**src/rtl/dma_vram_rd_char.sv**
```systemverilog
// Read-side VRAM DMA: fetches a run of character codes starting at a character
// address and streams them out through a small FIFO with valid/ready handshaking.
module dma_vram_rd_char #(
   parameter int VRAM_DEPTH = 2000,
   parameter int FIFO_DEPTH = 4
) (
   input  logic        i_clk,
   input  logic        i_rst_n,
   input  logic        i_start,
   input  logic [10:0] i_start_adr,
   input  logic [11:0] i_len,
   input  logic        i_abort,
   output logic        o_busy,
   output logic        o_done,
   output logic        o_err,
   output logic [10:0] o_vram_adr,
   output logic        o_vram_re,
   input  logic [7:0]  i_vram_data,
   output logic [7:0]  o_data,
   output logic        o_valid,
   input  logic        i_ready
);

   localparam int AW = (FIFO_DEPTH > 1) ? $clog2(FIFO_DEPTH) : 1;

   localparam logic [1:0] IDLE  = 2'd0;
   localparam logic [1:0] RUN   = 2'd1;
   localparam logic [1:0] DRAIN = 2'd2;
   localparam logic [1:0] DONE  = 2'd3;

   localparam logic [10:0]   LAST_ADR   = 11'(VRAM_DEPTH - 1);
   localparam logic [AW+1:0] FIFO_LIMIT = (AW + 2)'(FIFO_DEPTH);

   logic [1:0]    state_q, state_d;
   logic [10:0]   cur_q, cur_d;
   logic [11:0]   remaining_q, remaining_d;
   logic          inflight_q, inflight_d;
   logic          err_q, err_d;
   logic [AW-1:0] wr_ptr_q, wr_ptr_d;
   logic [AW-1:0] rd_ptr_q, rd_ptr_d;
   logic [AW:0]   count_q, count_d;
   logic [7:0]    fifo_q [FIFO_DEPTH];

   logic          active;
   logic          abort;
   logic          push;
   logic          pop;
   logic          issue;
   logic [AW+1:0] occupancy;

   assign active = (state_q == RUN) || (state_q == DRAIN);
   assign abort  = i_abort && active;

   // Abort wins over both the returning read and a consumer pop in the same cycle.
   assign pop  = o_valid && i_ready && !abort;
   assign push = inflight_q && !abort;

   // Reserve a FIFO slot for the read still in flight so the FIFO can never overflow.
   assign occupancy = {1'b0, count_q}
                    + {{(AW + 1){1'b0}}, inflight_q}
                    - {{(AW + 1){1'b0}}, pop};
   assign issue = (state_q == RUN) && !i_abort && (occupancy < FIFO_LIMIT);

   always_comb begin
      wr_ptr_d    = wr_ptr_q;
      rd_ptr_d    = rd_ptr_q;
      count_d     = count_q;
      state_d     = state_q;
      cur_d       = cur_q;
      remaining_d = remaining_q;
      err_d       = err_q;
      inflight_d  = issue;

      if (abort) begin
         wr_ptr_d = '0;
         rd_ptr_d = '0;
         count_d  = '0;
      end else begin
         if (push) begin
            wr_ptr_d = wr_ptr_q + 1'b1;
         end
         if (pop) begin
            rd_ptr_d = rd_ptr_q + 1'b1;
         end
         count_d = count_q + {{AW{1'b0}}, push} - {{AW{1'b0}}, pop};
      end

      case (state_q)
         IDLE: begin
            if (i_start) begin
               if ((i_len == 12'd0) || (i_start_adr > LAST_ADR)) begin
                  err_d   = 1'b1;
                  state_d = DONE;
               end else begin
                  err_d       = 1'b0;
                  cur_d       = i_start_adr;
                  remaining_d = i_len;
                  state_d     = RUN;
               end
            end
         end
         RUN: begin
            if (abort) begin
               state_d = DONE;
            end else if (issue) begin
               cur_d       = (cur_q == LAST_ADR) ? 11'd0 : cur_q + 11'd1;
               remaining_d = remaining_q - 12'd1;
               if (remaining_q == 12'd1) begin
                  state_d = DRAIN;
               end
            end
         end
         DRAIN: begin
            // Look at the post-pop count so o_done follows the last pop by one cycle.
            if (abort) begin
               state_d = DONE;
            end else if (!inflight_q && (count_d == '0)) begin
               state_d = DONE;
            end
         end
         DONE: begin
            state_d = IDLE;
            err_d   = 1'b0;
         end
         default: begin
            state_d = IDLE;
         end
      endcase
   end

   always_ff @(posedge i_clk or negedge i_rst_n) begin
      if (!i_rst_n) begin
         state_q     <= IDLE;
         cur_q       <= '0;
         remaining_q <= '0;
         inflight_q  <= 1'b0;
         err_q       <= 1'b0;
         wr_ptr_q    <= '0;
         rd_ptr_q    <= '0;
         count_q     <= '0;
         for (int i = 0; i < FIFO_DEPTH; i++) begin
            fifo_q[i] <= '0;
         end
      end else begin
         state_q     <= state_d;
         cur_q       <= cur_d;
         remaining_q <= remaining_d;
         inflight_q  <= inflight_d;
         err_q       <= err_d;
         wr_ptr_q    <= wr_ptr_d;
         rd_ptr_q    <= rd_ptr_d;
         count_q     <= count_d;
         if (push) begin
            fifo_q[wr_ptr_q] <= i_vram_data;
         end
      end
   end

   assign o_busy     = (state_q != IDLE);
   assign o_done     = (state_q == DONE);
   assign o_err      = (state_q == DONE) && err_q;
   assign o_vram_re  = issue;
   assign o_vram_adr = cur_q;
   assign o_valid    = (count_q != '0);
   assign o_data     = fifo_q[rd_ptr_q];

endmodule

```
**config.mk**
```make
export PLATFORM = sky130hd
export DESIGN_NAME = dma_vram_rd_char
export DESIGN_NICKNAME = d
export VERILOG_FILES = /design/src/rtl/dma_vram_rd_char.sv
export SDC_FILE = /design/constraint.sdc
export NUM_CORES = 1
export LEC_CHECK = 0
export CAP_MARGIN = 20
export CELL_PAD_IN_SITES_DETAIL_PLACEMENT = 1
export CELL_PAD_IN_SITES_GLOBAL_PLACEMENT = 2
export CORE_MARGIN = 3
export CORE_UTILIZATION = 38
export DETAILED_ROUTE_END_ITERATION = 6
export GPL_TIMING_DRIVEN = 0
export PLACE_DENSITY = 0.95
export SLEW_MARGIN = 20
export SYNTH_ARGS = -nofsm -noshare
export SYNTH_HDL_FRONTEND = slang
export SYNTH_SLANG_ARGS = --single-unit
```
**constraint.sdc**
```tcl
create_clock -name i_clk -period 7.65 [get_ports i_clk]
set_input_delay 1.1475 -clock i_clk [delete_from_list [all_inputs] [get_ports i_clk]]
set_output_delay 1.1475 -clock i_clk [all_outputs]
set_load 0.01 [all_outputs]
```
==> results of run 1 <==
per-layer routing:
layer | share of wire | track usage | wire, um | vias up
met3 | 0.037 | 0.0440 | 449 | 12
met2 | 0.52 | 0.365 | 6250 | 80
met4 | 0.0096 | 0.0525 | 116 | 0
li1 | - | - | - | 1589
met1 | 0.44 | 0.271 | 5280 | 1788
met5 | 0 | 0 | 0 | -
critical path, cell delays in order:
cell	delay, ps
clkdlybuf4s50_1	530
a21bo_2	280
or2_2	300
ha_1	220
xor2_1	160
a32oi_1	80
a311o_2	490
and2_1	230
nor2_1	300
clkdlybuf4s50_1	610
path summary, 6_finish.rpt:
check	endpoint	cells after the start	from	slack (ps)
hold / removal	remaining_q[3]	1	remaining_q[3]	500
setup / recovery	o_vram_re	10	i_ready	2140
hold reg to reg	remaining_q[3]	1	remaining_q[3]	500
setup reg to reg	o_vram_adr[10]	11	state_q[0]	4110
max in group asynchronous	fifo_q[7]	2	i_rst_n	6360
min in group asynchronous	count_q[1]	1	i_rst_n	720
layout make-up:
cell class                      instances  area (um^2)  area share
Timing Repair Buffer                   60          608       0.121
Sequential cell                        66         1650       0.327
Inverter                               17         63.8      0.0126
Clock buffer                            9          124      0.0246
Clock inverter                          7         76.3      0.0151
Multi-Input combinational cell        287         2250       0.445
Tap cell                              136          170      0.0337
Buffer                                 15          104      0.0206
registers in the layout, summed over array words and instances (netlist names):
name and count:
count_q 3, err_q 1, fifo_q 32, inflight_q 1, o_vram_adr 11, rd_ptr_q 2, remaining_q 12, state_q 2
wr_ptr_q 2
cell usage after synthesis (2+ instances only):
cell	count	share of area
a21boi_1	2	0.0037
mux2_1	2	0.0055
o21ai_1	6	0.0074
a22oi_1	3	0.0055
nand2b_1	4	0.0062
nor2b_1	2	0.0031
nor4_1	6	0.0092
nor2_1	31	0.029
clkbuf_1	8	0.0074
nor3_1	13	0.016
a21o_1	2	0.0037
mux4_2	8	0.044
nor3b_1	3	0.0055
dfrtp_1	66	0.41
ha_1	15	0.046
o21bai_1	2	0.0037
nand3_1	14	0.017
buf_6	2	0.0055
o22ai_1	5	0.0077
a211oi_1	2	0.0037
a21oi_1	14	0.017
mux2_2	33	0.092
a32oi_1	3	0.0065
mux2i_1	8	0.020
clkbuf_8	3	0.010
o31ai_1	2	0.0037
a22o_1	8	0.017
a31oi_1	2	0.0031
a311oi_1	5	0.011
inv_1	17	0.016
and2_1	6	0.0092
xor2_1	5	0.011
o21ai_0	13	0.016
nand2_1	19	0.018
nand4_1	3	0.0046
buf_2	2	0.0025
nand3b_1	2	0.0037
o2bb2ai_1	3	0.0065
and3_1	13	0.020
kinds of logic (layout without fill, tap and decap cells):
kind of cell             after synthesis  after routing  synth area share
AO/OA/AOI/OAI                         90             90             0.169
XOR/XNOR                               6              6            0.0129
adder cells (fa/ha/maj)               16             16            0.0512
buffers and inverters                 32            108            0.0413
flip-flops                            66             66             0.407
multiplexers                          51             51             0.161
AND/OR/NAND/NOR                      124            124             0.158
placed cells by master (no fill, tap or decap), drive strengths merged, types with 3 or more instances in the layout:
cell type	count
buf	6
and2	6
nor3b	3
dfrtp	66
o22ai	5
a22oi	3
a311oi	5
clkbuf	20
mux4	8
xor2	5
nand2	19
a21oi	14
mux2	35
nand2b	4
mux2i	8
a211oi	3
inv	19
nor4	6
and3	13
a32oi	3
o21ai	20
nand4	3
nand3	14
nor2	31
nor3	13
a22o	8
o2bb2ai	3
a31oi	3
ha	15
clkdlybuf4s50	58
where the power goes:
group | total [W] | internal [W] | switching [W]
Clock | 0.000313 | 0.000153 | 0.000161
Sequential | 0.000606 | 0.000485 | 0.000122
Combinational | 0.00112 | 0.000514 | 0.000603
metrics by stage:
stage / hold WS (ps) / std cells / utilization
after floorplan: 455 / 385 / -
after global placement: 480 / 580 / 0.465
after detailed placement: 488 / 581 / 0.467
after CTS: 501 / 597 / 0.486
after global routing: 531 / 597 / 0.486
final: 499 / 597 / 0.486
==> results.txt, run 1 <==
Vias in the first global route = 3585
Final slew viol count = 0
Power Total = 0.00204 W
Post-synth EDFFs = 0
Synthesized area = 4060 um^2
Syn Area/Cell = 10.5 um^2
Share of cells above drive strength 1 = 0.174
WL final = 12100 um
Worst VDD drop = 0.165 mV
Pin count of the biggest net entering global routing = 39
I/O pin total = 60
Worst hold path class = register to register
Maxcap violations = 0
Vias per inst = 5.81
Std cell rows = 37
Routed length per instance = 20.3 um
Fmax = 181 MHz
CP Data Required Time = 6500 ps
CP arrival = 4370 ps
Critical path type = input port to primary output
Setup crit end kind = primary output
Die area = 12000 um^2
# DRC = 0
Clk pin slew, worst setup/hold paths = 80 ps
Core footprint = 10400 um^2
Final period utilization = 0.721
GP Congestion = 0.811
Pre-CTS WS = 2180 ps
H-Tree Depth = 3
Hold Vio Cnt, Final = 0
Initial antenna violation count = 0
Setup TNS = 0 ps
Final Setup Violations = 0
Post-detail-place hpwl = 8760 um
Diodes inserted = 0
Syn. warnings = 0
Clk_skew = 14.2 ps
Clk sinks = 66
Post-Place Cell Area = 4840 um^2
Top FF cell, synth = dfrtp_1
Status = finished, final reports clean
Syn nets = 437
Post-synth ARST share = 1.00
DRT iter0 DRCs = 122
Via count = 3469
RSZ-0062 raised after global routing = no
Layout fillers = 1176
Die X = 109 um
Slew @ Worst Pin = 954 ps
Normalized max-slew margin = 0.357
Number of setup buffers added after CTS = 0
Die height = 109 um
Power per cell area = 404 nW/um^2
Global route overflow = 0
Initial Util = 0.392
Nets = 508
Unique masters post-synth = 67
Leakage power of the design = 2.15 nW
Sequential-to-total area share from yosys stat = 0.407
Hold-fix buffers, CTS = 0
Clock Tree Buf Depth = 2
Pre-antenna DRT Iters = 4
Setup crit start kind = input port
Resize count post-CTS = 0
Design area = 5040 um^2
Clock Latency Late Sink = 350 ps
CTS Root Cell = clkbuf_8
Synth Instances = 385
P&R area growth vs syn = 24.3%
First-pass GRT wire length = 19400 um
Num CTS Buffers = 9
All-Layer GR Usage = 0.211
Crit path max fanout = 8
DRT antenna net count = 0
CTS tree = yes
PortBufs = 59
#FFs+latches synth = 66
Final min period = 5510 ps
PnR worst setup slack = 2140 ps
No activity file was read; power rests on OpenSTA's default activity.
==> run 2, diff against run 1 <==
Settings changed: CORE_UTILIZATION 38 to 32, PLACE_DENSITY 0.95 to 0.87.
Clock period 7.65 ns to 4.7 ns, I/O delays scaled along.
==> run 2 against run 1 <==
  * First-iteration DRC count increased by 2.5%
  * Combinational power increased by 63%
  * Critical path depth unchanged
  * Clock skew decreased by 10 ps
  * Total power increased by 72%
  * Cell count increased by 5.4%
  * Routed wire length about the same
  * Critical path type unchanged
  * Critical endpoint unchanged
==> results.txt, run 2 (synthesis results as in run 1) <==
Most flops, register = fifo_q
GP Congestion = 0.834 (+2.9%)
Leakage power of the design = 2.21 nW (+2.6%)
Final period utilization = 0.963
Vias per inst = 5.51 (-5.2%)
Setup crit start kind = input port
RSZ-0062 raised after global routing = no
# DRC = 0 (unchanged)
Clock Latency Late Sink = 340 ps (about the same)
Final slew viol count = 0 (unchanged)
Setup crit end kind = primary output
CTS tree = yes
Resize count post-CTS = 0 (unchanged)
Number of setup buffers added after CTS = 0 (unchanged)
Fmax = 221 MHz
Final Setup Violations = 0 (unchanged)
Reg area = 1650 um^2 (unchanged)
Status = finished, final reports clean
Switching share of power = 0.417 (-0.0172)
Hold Vio Cnt, Final = 0 (unchanged)
PortBufs = 59 (unchanged)
P&R area growth vs syn = 27.8%
Share of cells above drive strength 1 = 0.176 (+0.00217)
Clk sinks = 66 (unchanged)
Via count = 3466 (-0.086%)
Clock share of power = 0.197 (+0.043)
Design area = 5190 um^2 (+2.9%)
Vias in the first global route = 3809 (+6.2%)
Num CTS Buffers = 9 (unchanged)
Worst hold path class = input port to async pin
Max reg flops = 32 (unchanged)
Crit path max fanout = 8 (unchanged)
Diodes inserted = 0 (unchanged)
I/O pin total = 60 (unchanged)
Slew @ Worst Pin = 983 ps (+28.3 ps)
CP Data Required Time = 3990 ps (-2510 ps)
Clock Tree Buf Depth = 2 (unchanged)
H-Tree Depth = 3 (unchanged)
Setup TNS = 0 ps (unchanged)
Maxcap violations = 0 (unchanged)
CTS Root Cell = clkbuf_16
Die X = 119 um (+8.5%)
Std cell rows = 40 (+8.1%)
Multi-input logic area = 2250 um^2 (+0.11%)
Seq pwr share = 0.282 (-0.016)
Pin count of the biggest net entering global routing = 36 (-7.7%)
Post-Place Cell Area = 4880 um^2 (+0.83%)
Clk pin slew, worst setup/hold paths = 60 ps (-20 ps)
Worst VDD drop = 0.283 mV (+72%)
Post-detail-place hpwl = 8770 um (+0.17%)
Hold-fix buffers, CTS = 0 (unchanged)
Core footprint = 12200 um^2 (+18%)
Final min period = 4530 ps
Most common cell after layout, fill and taps aside = dfrtp_1
Clk_skew = 3.89 ps (-10.3 ps)
PnR worst setup slack = 174 ps (-1960 ps)
Nets = 508 (unchanged)
P_sw = 0.00146 W (+65%)
Die area = 14100 um^2 (+18%)
First-pass GRT wire length = 20000 um (+3.1%)
DRT iter0 DRCs = 125 (+2.5%)
Routed length per instance = 19.2 um (-5.0%)
Layout fillers = 1405 (+19%)
Most frequent cells in the layout = dfrtp_1 (66), clkdlybuf4s50_1 (58), mux2_2 (33)
Power per cell area = 675 nW/um^2 (+67%)
Initial Util = 0.332 (-0.0591)
Initial antenna violation count = 0 (unchanged)
DRT antenna net count = 0 (unchanged)
Pre-CTS WS = 124 ps (-2060 ps)
Critical path type = input port to primary output
Comb power frac = 0.521 (-0.027)
Global route overflow = 0 (unchanged)
WL final = 12100 um (about the same)
Pre-antenna DRT Iters = 4 (unchanged)
Int Power = 0.00204 W (+77%)
All-Layer GR Usage = 0.178 (-0.0330)
Normalized max-slew margin = 0.338 (-0.0191)
CP arrival = 3820 ps (-550 ps)
Fin Hold WS = 317 ps (-183 ps)
Die height = 119 um (+8.5%)
-- run 2: layer usage --
layer	vias to the layer above	part of all wire	wire, um	GRT usage
li1	1597	-	-	-
met1	1760	0.44	5280	0.216
met2	87	0.51	6140	0.318
met3	22	0.036	440	0.0340
met4	0	0.020	244	0.0587
met5	-	0	0	0
-- run 2: worst max-delay path, stage by stage --
cell	delay, ps
clkdlybuf4s50_1	540
a21bo_2	280
or2_2	300
ha_1	230
xor2_1	160
a32oi_1	70
a311o_2	490
and2_1	240
nor2_2	210
clkdlybuf4s50_1	580
-- run 2: power groups by stage --
stage | combinational (W) | sequential (W) | clock (W)
after global routing | 0.00201 | 0.00103 | 0.000735
after floorplan | 0.00119 | 0.000954 | 0
after detailed placement | 0.00182 | 0.000992 | 0
final | 0.00183 | 0.000989 | 0.000690
after CTS | 0.00184 | 0.000988 | 0.000709
after global placement | 0.00176 | 0.000974 | 0
-- run 2: area by class of cell --
| cell class | count | area share |
|---|---|---|
| Buffer | 15 | 0.0200 |
| Clock buffer | 9 | 0.0434 |
| Clock inverter | 7 | 0.0149 |
| Inverter | 17 | 0.0123 |
| Multi-Input combinational cell | 287 | 0.433 |
| Sequential cell | 66 | 0.318 |
| Tap cell | 168 | 0.0405 |
| Timing Repair Buffer | 60 | 0.117 |
-- run 2: worst paths after layout --
kind | depth (start not counted) | from | slack, ps | end
hold reg to reg | 1 | remaining_q[3] | 500 | remaining_q[3]
min in group i_clk | 1 | remaining_q[3] | 500 | remaining_q[3]
setup / recovery | 10 | i_ready | 170 | o_vram_re
max in group asynchronous | 2 | i_rst_n | 3840 | remaining_q[0]
setup reg to reg | 11 | state_q[0] | 1070 | o_vram_adr[3]
hold / removal | 1 | i_rst_n | 320 | rd_ptr_q[0]
-- run 2: stage by stage --
stage | std cells | power [W] | util
after CTS | 629 | 0.00353 | 0.425
after detailed placement | 613 | 0.00281 | 0.400
after global routing | 629 | 0.00377 | 0.425
after global placement | 612 | 0.00273 | 0.398
final | 629 | 0.00351 | 0.425
after floorplan | 385 | 0.00214 | -
==> run 3, diff against run 2 <==
Settings changed: CTS_CLUSTER_DIAMETER from default to 120, SETUP_SLACK_MARGIN from default to 0.1.
==> run 3 against run 2 <==
  * Die area did not move
  * Cell count is 0.95% higher
  * First-iteration DRC count grew 8.0%
  * Largest cell class unchanged
  * Total power is 0.80% higher
  * Non-clock buffer count is 6 higher
  * Clock-buffer cell count unchanged
  * Maximum frequency up 2.6%
  * Critical path type unchanged
  * Critical path depth is the same
==> results.txt, run 3 (synthesis results as in run 1) <==
DRT iter0 DRCs = 135 (+8.0%)
Met3 Resource Use GR = 0.0340 (unchanged)
Most flops, register = fifo_q
Maxcap violations = 0 (unchanged)
Std cell rows = 40 (unchanged)
Most common cell after layout, fill and taps aside = dfrtp_1
Slew @ Worst Pin = 1000 ps (+17.0 ps)
First-pass GRT wire length = 20000 um (unchanged)
Hold Vio Cnt, Final = 0 (unchanged)
Die X = 119 um (unchanged)
Die height = 119 um (unchanged)
Clock Latency Late Sink = 340 ps (about the same)
Hold-fix buffers, CTS = 0 (unchanged)
Power per cell area = 675 nW/um^2 (about the same)
CP Data Required Time = 3990 ps (about the same)
Routed length per instance = 19.2 um (-0.31%)
Fmax = 227 MHz (+2.6%)
Pin count of the biggest net entering global routing = 36 (unchanged)
Most frequent cells in the layout = dfrtp_1 (66), clkdlybuf4s50_1 (58), mux2_2 (33)
CP arrival = 3710 ps (-110 ps)
Core footprint = 12200 um^2 (unchanged)
Setup TNS = 0 ps (unchanged)
Met2 Use GR = 0.318 (unchanged)
Final min period = 4410 ps (-113 ps)
P_sw = 0.00147 W (+0.47%)
RSZ-0062 raised after global routing = no
Seq pwr share = 0.280 (-0.002)
Pre-antenna DRT Iters = 4 (unchanged)
Final period utilization = 0.939 (-0.0240)
Clk_skew = 4.74 ps (+0.852 ps)
All-Layer GR Usage = 0.178 (unchanged)
Vias in the first global route = 3809 (unchanged)
Final slew viol count = 0 (unchanged)
Global route overflow = 0 (unchanged)
Share of cells above drive strength 1 = 0.186 (+0.0106)
Worst hold path class = input port to async pin
CTS Root Cell = clkbuf_16
Normalized max-slew margin = 0.326 (-0.0115)
Final Setup Violations = 0 (unchanged)
Crit path max fanout = 7 (-1)
Met1 Use GR = 0.216 (unchanged)
Design area = 5240 um^2 (+0.87%)
Post-detail-place hpwl = 8770 um (unchanged)
Clock share of power = 0.196 (about the same)
P&R area growth vs syn = 28.9%
Vias per inst = 5.44 (-1.2%)
Setup crit start kind = input port
CTS tree = yes
DRT antenna net count = 0 (unchanged)
Comb power frac = 0.524 (+0.003)
I/O pin total = 60 (unchanged)
Reg2Reg Depth = 12 (+1)
Clk pin slew, worst setup/hold paths = 60 ps (about the same)
Setup crit end kind = primary output
Diodes inserted = 0 (unchanged)
Status = finished, final reports clean
# DRC = 0 (unchanged)
GRT busiest layer = met2
Switching share of power = 0.416 (-0.00135)
Via count = 3457 (-0.26%)
Initial antenna violation count = 0 (unchanged)
H-Tree Depth = 3 (unchanged)
Clk sinks = 66 (unchanged)
Die area = 14100 um^2 (unchanged)
Num CTS Buffers = 9 (unchanged)
Critical path type = input port to primary output
Worst VDD drop = 0.286 mV (+1.0%)
Max reg flops = 32 (unchanged)
GP Congestion = 0.834 (unchanged)
Clock Tree Buf Depth = 2 (unchanged)
WL final = 12200 um (+0.64%)
Post-Place Cell Area = 4880 um^2 (unchanged)
Leakage power of the design = 2.23 nW (+1.2%)
PortBufs = 59 (unchanged)
Nets = 514 (+1.2%)
Initial Util = 0.332 (unchanged)
Int Power = 0.00206 W (+1.0%)
-- run 3: cell count changes in the layout (fill, tap and decap cells not counted) --
cell,delta
buf_4,+6
-- run 3: path summary, 6_finish.rpt --
path,startpoint,to,slack [ps]
worst max register to register,state_q[0],remaining_q[6],1110
worst min register to register,err_q,err_q,500
worst min-delay path,i_rst_n,rd_ptr_q[0],320
min in group i_clk,err_q,err_q,500
max in group asynchronous,i_rst_n,remaining_q[5],3840
worst max-delay path,i_ready,o_vram_re,290
-- run 3: repair_timing --
action	4_1_cts	5_1_grt
setup endpoints to repair	0	1
buffers inserted	0	6
resized for setup	0	1
-- run 3: critical path, stage by stage --
cell,delay (ps)
clkdlybuf4s50_1,540
a21bo_2,280
or2_2,300
ha_1,230
xor2_1,160
a32oi_1,70
a311o_2,410
and2_1,230
nor2_2,200
clkdlybuf4s50_1,580
-- run 3: layout make-up --
type | count | area (um^2)
Buffer | 15 | 104
Clock inverter | 7 | 77.6
Multi-Input combinational cell | 287 | 2250
Sequential cell | 66 | 1650
Tap cell | 168 | 210
Clock buffer | 9 | 225
Inverter | 17 | 63.8
Timing Repair Buffer | 66 | 653
Fill cell | 1403 | 6980
-- run 3: power groups by stage --
stage	registers, W	logic, W	clock network (W)
6_report	0.000989	0.00185	0.000692
3_3_place_gp	0.000974	0.00176	0
2_1_floorplan	0.000954	0.00119	0
5_1_grt	0.00103	0.00204	0.000735
4_1_cts	0.000988	0.00184	0.000709
3_5_place_dp	0.000992	0.00182	0
-- run 3: per-stage QoR --
| stage | std cells | util | power, W | setup WS [ps] | hold slack [ps] |
|---|---|---|---|---|---|
| after floorplan | 385 | - | 0.00214 | 1420 | 409 |
| after global placement | 612 | 0.398 | 0.00273 | 155 | 478 |
| after detailed placement | 613 | 0.400 | 0.00281 | 124 | 493 |
| after CTS | 629 | 0.425 | 0.00353 | 108 | 324 |
| after global routing | 635 | 0.429 | 0.00380 | 152 | 347 |
| final | 635 | 0.429 | 0.00353 | 287 | 316 |
-- run 3: per-layer routing --
layer | vias up | share of wire
met5 | - | 0
met4 | 0 | 0.020
met3 | 20 | 0.037
met2 | 84 | 0.51
met1 | 1744 | 0.44
li1 | 1609 | -
